File: src/rtl/phy_rx_serial_paralelo_pkg.sv
// Shared constants and state type for the PHY receive deserializer.
package phy_pkg;
  localparam logic [7:0] COMMA_SYM = 8'hBC;
  localparam int         LANES     = 4;

  typedef enum logic [1:0] {
    HUNT,
    ALIGN,
    LOCK
  } rx_state_t;
endpackage

File: src/rtl/phy_rx_serial_paralelo_if.sv
// Line-side and lane-side signals of the PHY receive deserializer.
// idle_out exists only when PHY_RX_IDLE_OUT_EN is defined.
interface phy_rx_serial_paralelo_if;
  logic       serial_in;
  logic       active;
  logic [7:0] data_out0;
  logic [7:0] data_out1;
  logic [7:0] data_out2;
  logic [7:0] data_out3;
  logic       valid0;
  logic       valid1;
  logic       valid2;
  logic       valid3;
  logic       word_strobe;
`ifdef PHY_RX_IDLE_OUT_EN
  logic       idle_out;
`endif

  modport master (
`ifdef PHY_RX_IDLE_OUT_EN
    output idle_out,
`endif
    input  serial_in,
    output active,
    output data_out0, data_out1, data_out2, data_out3,
    output valid0, valid1, valid2, valid3,
    output word_strobe
  );

  modport slave (
`ifdef PHY_RX_IDLE_OUT_EN
    input  idle_out,
`endif
    output serial_in,
    input  active,
    input  data_out0, data_out1, data_out2, data_out3,
    input  valid0, valid1, valid2, valid3,
    input  word_strobe
  );
endinterface

File: src/rtl/phy_rx_serial_paralelo_ser_par_byte.sv
// Serial-to-byte front end: MSB-first shifter and bit counter with a realign hold.
module ser_par_byte (
  input  logic       clk_4f,
  input  logic       reset,
  input  logic       serial_in,
  input  logic       realign,
  output logic [7:0] sh,
  output logic       byte_rdy
);
  logic [2:0] bit_cnt;

  // realign pins the counter at 0 so the first bit after a hunt match is bit 0 of the next byte
  always_ff @(posedge clk_4f or posedge reset) begin
    if (reset) begin
      sh      <= '0;
      bit_cnt <= '0;
    end else begin
      sh      <= {sh[6:0], serial_in};
      bit_cnt <= realign ? 3'd0 : bit_cnt + 3'd1;
    end
  end

  assign byte_rdy = (bit_cnt == 3'd7);
endmodule

File: src/rtl/phy_rx_serial_paralelo.sv
// PHY receive deserializer: comma hunt/align/lock FSM and round-robin 4-lane unstriping.
// Optional idle_out flag is built only when PHY_RX_IDLE_OUT_EN is defined.
module phy_rx_serial_paralelo
  import phy_pkg::*;
#(
  parameter logic [7:0] COMMA   = COMMA_SYM,
  parameter int         SYNC_BC = 4
) (
  input logic                      clk_4f,
  input logic                      reset,
  phy_rx_serial_paralelo_if.master bus
);
  // state | meaning
  // HUNT  | sliding COMMA search on every bit
  // ALIGN | byte-aligned, counting consecutive aligned commas
  // LOCK  | locked, each byte written to the next lane

  localparam logic [3:0] SYNC_LIMIT = 4'(SYNC_BC);

  rx_state_t  state;
  logic [3:0] bc_cnt;
  logic [3:0] bc_next;
  logic [1:0] lane;
  logic       active;
  logic       word_strobe;
  logic [7:0] lane_data  [LANES];
  logic       lane_valid [LANES];
  logic [7:0] sh;
  logic       byte_rdy;
  logic       is_comma;
`ifdef PHY_RX_IDLE_OUT_EN
  logic       idle_q;
`endif

  ser_par_byte u_ser_par_byte (
    .clk_4f   (clk_4f),
    .reset    (reset),
    .serial_in(bus.serial_in),
    .realign  (state == HUNT),
    .sh       (sh),
    .byte_rdy (byte_rdy)
  );

  assign is_comma = (sh == COMMA);
  assign bc_next  = bc_cnt + 4'd1;

  always_ff @(posedge clk_4f or posedge reset) begin
    if (reset) begin
      state       <= HUNT;
      bc_cnt      <= '0;
      lane        <= '0;
      active      <= 1'b0;
      word_strobe <= 1'b0;
      for (int k = 0; k < LANES; k++) begin
        lane_data[k]  <= '0;
        lane_valid[k] <= 1'b0;
      end
`ifdef PHY_RX_IDLE_OUT_EN
      idle_q      <= 1'b0;
`endif
    end else begin
      word_strobe <= 1'b0;
      case (state)
        HUNT: begin
          if (is_comma) begin
            bc_cnt <= 4'd1;
            state  <= ALIGN;
          end
        end
        ALIGN: begin
          if (byte_rdy) begin
            if (is_comma) begin
              bc_cnt <= bc_next;
              // >= lets SYNC_BC=1 lock on the first aligned comma after the hunt match
              if (bc_next >= SYNC_LIMIT) begin
                state  <= LOCK;
                active <= 1'b1;
                lane   <= '0;
              end
            end else begin
              bc_cnt <= '0;
              state  <= HUNT;
            end
          end
        end
        LOCK: begin
          if (byte_rdy) begin
            lane_data[lane]  <= sh;
            lane_valid[lane] <= !is_comma;
            lane             <= lane + 2'd1;
            word_strobe      <= (lane == 2'd3);
`ifdef PHY_RX_IDLE_OUT_EN
            idle_q           <= is_comma;
`endif
          end
        end
        default: state <= HUNT;
      endcase
    end
  end

  assign bus.active      = active;
  assign bus.word_strobe = word_strobe;
  assign bus.data_out0   = lane_data[0];
  assign bus.data_out1   = lane_data[1];
  assign bus.data_out2   = lane_data[2];
  assign bus.data_out3   = lane_data[3];
  assign bus.valid0      = lane_valid[0];
  assign bus.valid1      = lane_valid[1];
  assign bus.valid2      = lane_valid[2];
  assign bus.valid3      = lane_valid[3];
`ifdef PHY_RX_IDLE_OUT_EN
  assign bus.idle_out    = idle_q;
`endif
endmodule

File: src/flat_wrapper.sv
// flat-port wrapper written by rule: the top's interface ports become plain ports
module phy_rx_serial_paralelo_flat import phy_pkg::*;
#(
  parameter logic [7:0] COMMA   = COMMA_SYM,
  parameter int         SYNC_BC = 4
)
  (clk_4f, reset, bus_serial_in, bus_active, bus_data_out0, bus_data_out1, bus_data_out2, bus_data_out3, bus_valid0, bus_valid1, bus_valid2, bus_valid3, bus_word_strobe);
  phy_rx_serial_paralelo_if bus_i ();
  input logic clk_4f;
  input logic reset;
  input wire logic [$bits(bus_i.serial_in)-1:0] bus_serial_in;
  output wire logic [$bits(bus_i.active)-1:0] bus_active;
  output wire logic [$bits(bus_i.data_out0)-1:0] bus_data_out0;
  output wire logic [$bits(bus_i.data_out1)-1:0] bus_data_out1;
  output wire logic [$bits(bus_i.data_out2)-1:0] bus_data_out2;
  output wire logic [$bits(bus_i.data_out3)-1:0] bus_data_out3;
  output wire logic [$bits(bus_i.valid0)-1:0] bus_valid0;
  output wire logic [$bits(bus_i.valid1)-1:0] bus_valid1;
  output wire logic [$bits(bus_i.valid2)-1:0] bus_valid2;
  output wire logic [$bits(bus_i.valid3)-1:0] bus_valid3;
  output wire logic [$bits(bus_i.word_strobe)-1:0] bus_word_strobe;
  assign bus_i.serial_in = bus_serial_in;
  assign bus_active = bus_i.active;
  assign bus_data_out0 = bus_i.data_out0;
  assign bus_data_out1 = bus_i.data_out1;
  assign bus_data_out2 = bus_i.data_out2;
  assign bus_data_out3 = bus_i.data_out3;
  assign bus_valid0 = bus_i.valid0;
  assign bus_valid1 = bus_i.valid1;
  assign bus_valid2 = bus_i.valid2;
  assign bus_valid3 = bus_i.valid3;
  assign bus_word_strobe = bus_i.word_strobe;
  phy_rx_serial_paralelo #(.COMMA(COMMA), .SYNC_BC(SYNC_BC)) u_core (.clk_4f(clk_4f), .reset(reset), .bus(bus_i));
endmodule
File: config.mk
export PLATFORM = sky130hd
export DESIGN_NAME = phy_rx_serial_paralelo_flat
export DESIGN_NICKNAME = d
export VERILOG_FILES = /design/src/rtl/phy_rx_serial_paralelo_pkg.sv /design/src/rtl/phy_rx_serial_paralelo_if.sv /design/src/rtl/phy_rx_serial_paralelo_ser_par_byte.sv /design/src/rtl/phy_rx_serial_paralelo.sv /design/src/flat_wrapper.sv
export SDC_FILE = /design/constraint.sdc
export NUM_CORES = 1
export LEC_CHECK = 0
export BUFFER_PORTS_ARGS = -buffer_cell sky130_fd_sc_hd__buf_4
export CORE_ASPECT_RATIO = 0.8
export CORE_MARGIN = 2
export CORE_UTILIZATION = 50
export DETAILED_ROUTE_END_ITERATION = 8
export MAX_ROUTING_LAYER = met4
export PLACE_DENSITY = 0.72
export SETUP_SLACK_MARGIN = 0.05
export SLEW_MARGIN = 20
export SYNTH_ARGS = -nofsm -noshare
export SYNTH_HDL_FRONTEND = slang
export SYNTH_SLANG_ARGS = --single-unit
File: constraint.sdc
create_clock -name clk_4f -period 4.6 [get_ports clk_4f]
set_input_delay 0.69 -clock clk_4f [delete_from_list [all_inputs] [get_ports clk_4f]]
set_output_delay 0.69 -clock clk_4f [all_outputs]
set_load 0.05 [all_outputs]
==> impl_summary.txt <==
----------------------------------------------------
[Clock tree]
  Worst-Skew Late Latency ... 0.33 ns
  TritonCTS clock tree ... yes
  Max H-tree Level ... 3
  Largest buffer count on any clock path ... 2
  Post-CTS Setup Repair Bufs ... 0
  TritonCTS Buffers ... 9
  Post-cts hold buffer count ... 0
  Clock Tree Root ... sky130_fd_sc_hd__clkbuf_8
  Clock-pin slew on the worst setup and hold paths ... 0.06 ns
  Number of sinks on the clock net ... 57
  Quantity of gates resized following cts ... 0

[Critical path]
  Worst Setup End Kind ... flip-flop
  Element type at the critical path start ... flip-flop
  R2R cell count ... 4
  CP required ... 4.81 ns
  Largest fanout on the critical path ... 14
  Critical path start-end classification ... flip-flop to flip-flop
  Critical path arrival ... 2.26 ns

[Route]
  Wire per inst ... 15.7 um
  Residual antenna-violating net count after detailed routing ... 0
  DR DRC count ... 0
  Final routed wirelength across all metal layers ... 4770 um
  Post-DR vias/cell ... 5.44
  1st-iter DRT viols ... 131
  Initial DRT Pass Iterations ... 4
  Vias post-DR ... 1,647

[Synth]
  Per-instance average area after synthesis ... 13.1 sq um
  Sequential element share of the synthesized area ... 56.9%
  Netlist area before placement ... 2510 sq um
  Flip-flop and latch count after synthesis ... 57
  Cell types occupying the most area after synthesis ... sky130_fd_sc_hd__dfrtp_1 57%, sky130_fd_sc_hd__mux2_2 15%, sky130_fd_sc_hd__ha_1 5.5%
  Area fraction of the dominant cell type after synthesis ... 56.9%
  Count of mapped cells out of synthesis ... 192
  Count of warnings emitted by yosys ... 0
  Library cell with the largest summed area after synthesis ... sky130_fd_sc_hd__dfrtp_1
  Synth Net Count ... 206
  Post-synth cell types ... 37

[Global routing]
  Residual overflow from global routing ... 0
  Number of antenna violations at the first check in global routing ... 0
  Largest net degree at the start of global routing ... 58
  Global router's overall resource usage ... 20.0%
  Global-route wire length before repair ... 8230 um
  Number of global-route vias before repair ... 1,689

[Power]
  Share of total power in the clock network ... 42.4%
  Int Power ... 877 uW
  Reported net switching power ... 300 uW
  Pwr/cell area ... 387 nW/um^2
  Sequential share of power ... 45.3%
  Post-route total power ... 1.18 mW
  Worst VDD drop ... 0.000239 V
  Static Leakage ... 1.58 nW
  Relative contribution of combinational cells to total power ... 12.3%
  Switching share of power ... 25.5%

[Timing]
  RSZ-0062 raised after global routing ... no
  Worst-margin pin slew ... 0.705 ns
  Relative slew slack ... 53.0%
  Setup violators final ... 0
  PnR worst setup slack ... 2.55 ns
  Total Negative Setup Slacks ... 0 ns
  Minimum clock period after layout ... 2.05 ns
  Fin. Hold Viols ... 0
  Ratio of final minimum period to clock period ... 44.6%
  Highest clock frequency the design can meet ... 487 MHz
  Setup skew after layout ... 0.00843 ns
  Count of final max-slew check failures ... 0

[Place]
  Post-placement setup slack ... 2.51 ns
  HPWL reported at the end of detailed placement ... 3150 um
  Dpl cell area ... 2840 sq um
  Final weighted congestion in routability-driven placement ... 0.830
  PortBufs ... 40

[Floorplan]
  Chip width ... 83.2 um
  Height of the chip ... 67.3 um
  I/O pin cnt ... 41
  Placeable core area ... 4920 sq um
  Initial Utilization ... 50.9%
  Die Footprint ... 5600 sq um
  Standard-cell rows ... 23

[Run status]
  Status ... completed

[Min path]
  Tightest Hold Check Type ... flip-flop to flip-flop
  Count of cells along the worst hold path ... 1

[Flow run]
  Max Cap Violations ... 0

[Finish]
  Antenna diode instance count ... 0
  Final cell area excluding filler cells ... 3050 sq um
  Final #Nets ... 250
  Filler cells ... 382
  Layout-stage area growth over the synthesis result ... 21.6%
  Share of final-layout standard cells stronger than drive strength 1 ... 39.0%

----------------------------------------------------
layout make-up:
cell class	instances	area (sq um)	area share, %
well taps	62	77.6	2.55
repair buffers	41	308	10.1
inverters	11	41.3	1.36
clock inverters	5	80.1	2.63
flip-flops and latches	57	1430	46.8
multi-input cells	116	982	32.2
clock buffers	11	131	4.31
layer usage:
metal  up-vias  GRT usage (%)  wire, um
li1        776              -         -
met1       815           26.0      2240
met2        51           28.9      2170
met4         0           6.56        48
met5         -              -         0
met3         5           7.95       303
Yosys cell counts:
cell / number
sky130_fd_sc_hd__dfrtp_1: 57
sky130_fd_sc_hd__mux2_2: 33
sky130_fd_sc_hd__ha_1: 11
sky130_fd_sc_hd__inv_1: 11
sky130_fd_sc_hd__nand3_1: 10
sky130_fd_sc_hd__o21ai_0: 8
sky130_fd_sc_hd__nand2_1: 7
sky130_fd_sc_hd__nor2_1: 5
sky130_fd_sc_hd__a21oi_1: 4
sky130_fd_sc_hd__a31oi_1: 3
sky130_fd_sc_hd__and4_1: 3
sky130_fd_sc_hd__buf_2: 3
sky130_fd_sc_hd__buf_6: 3
sky130_fd_sc_hd__nor2b_1: 3
sky130_fd_sc_hd__nor3_1: 3
sky130_fd_sc_hd__a211o_1: 2
sky130_fd_sc_hd__and2_1: 2
sky130_fd_sc_hd__and3_1: 2
sky130_fd_sc_hd__clkbuf_1: 2
sky130_fd_sc_hd__nand3b_1: 2
sky130_fd_sc_hd__o2bb2ai_1: 2
sky130_fd_sc_hd__a21bo_2: 1
sky130_fd_sc_hd__a221o_1: 1
sky130_fd_sc_hd__a31oi_4: 1
sky130_fd_sc_hd__a41o_1: 1
sky130_fd_sc_hd__and4b_1: 1
sky130_fd_sc_hd__and4bb_1: 1
sky130_fd_sc_hd__mux2_4: 1
sky130_fd_sc_hd__mux2i_1: 1
sky130_fd_sc_hd__nand2_4: 1
sky130_fd_sc_hd__nand2b_1: 1
sky130_fd_sc_hd__nand4_1: 1
sky130_fd_sc_hd__o211ai_1: 1
sky130_fd_sc_hd__o221ai_1: 1
sky130_fd_sc_hd__o22ai_1: 1
sky130_fd_sc_hd__o32a_1: 1
sky130_fd_sc_hd__or3b_2: 1
logic make-up (layout without fill, tap and decap cells):
group | Yosys count | count (layout) | share of synthesized area (%)
multiplexers | 35 | 35 | 15.8
adder cells (fa/ha/maj) | 11 | 11 | 5.49
AO/OA/AOI/OAI | 27 | 27 | 7.89
flip-flops | 57 | 57 | 56.9
buffers and inverters | 19 | 68 | 3.89
AND/OR/NAND/NOR | 43 | 43 | 9.99
final timing paths:
check / startpoint / endpoint / slack (ns)
min reg2reg: u_core.u_ser_par_byte.bit_cnt[0] / u_core.u_ser_par_byte.bit_cnt[0] / 0.44
max in group asynchronous: reset / u_core.bus.data_out1[6] / 3.58
max reg2reg: u_core.u_ser_par_byte.bit_cnt[0] / u_core.bus.data_out3[5] / 2.55
min: u_core.u_ser_par_byte.bit_cnt[0] / u_core.u_ser_par_byte.bit_cnt[0] / 0.44
min in group asynchronous: reset / u_core.state[0] / 0.55
max: u_core.u_ser_par_byte.bit_cnt[0] / u_core.bus.data_out3[5] / 2.55
stage by stage:
step	util [%]	hold slack, ns	std cells
after floorplan	-	0.403	192
after global placement	57.6	0.416	287
after detailed placement	57.6	0.424	287
after CTS	61.9	0.446	303
after global routing	61.9	0.445	303
final	61.9	0.443	303
placed cells by master (no fill, tap or decap), drive strengths merged, types with 2 or more instances in the layout:
| master | instances |
|---|---|
| ha | 11 |
| nand2 | 8 |
| a31oi | 4 |
| a21oi | 4 |
| inv | 11 |
| and3 | 2 |
| nand3b | 2 |
| bufinv | 2 |
| clkbuf | 11 |
| o2bb2ai | 2 |
| nor2b | 3 |
| and4 | 3 |
| clkinvlp | 2 |
| buf | 41 |
| dfrtp | 57 |
| a211o | 2 |
| nor2 | 5 |
| mux2 | 34 |
| o21ai | 8 |
| nand3 | 10 |
| and2 | 2 |
| nor3 | 3 |
sequential cells by signal (all words and copies together) (netlist names), 2 cells and up:
signal                         count
u_core.u_ser_par_byte.bit_cnt      3
u_core.lane                        2
u_core.state                       2
u_core.bus.data_out3               8
u_core.u_ser_par_byte.sh           8
u_core.bus.data_out2               8
u_core.bc_cnt                      4
u_core.bus.data_out1               8
u_core.bus.data_out0               8
worst max-delay path, stage by stage (launching register included):
cell	delay [ns]
sky130_fd_sc_hd__dfrtp_1	0.35
sky130_fd_sc_hd__ha_1	0.15
sky130_fd_sc_hd__ha_1	0.42
sky130_fd_sc_hd__nand3_1	0.55
sky130_fd_sc_hd__mux2_2	0.45
power by group through the flow:
| stage | clock network [mW] | logic (mW) | registers, mW |
|---|---|---|---|
| after floorplan | 0 | 0.115 | 0.539 |
| after global placement | 0 | 0.144 | 0.543 |
| after detailed placement | 0 | 0.144 | 0.543 |
| after CTS | 0.511 | 0.146 | 0.534 |
| after global routing | 0.535 | 0.169 | 0.536 |
| final | 0.500 | 0.145 | 0.533 |
(Power assumes the default switching activity.)
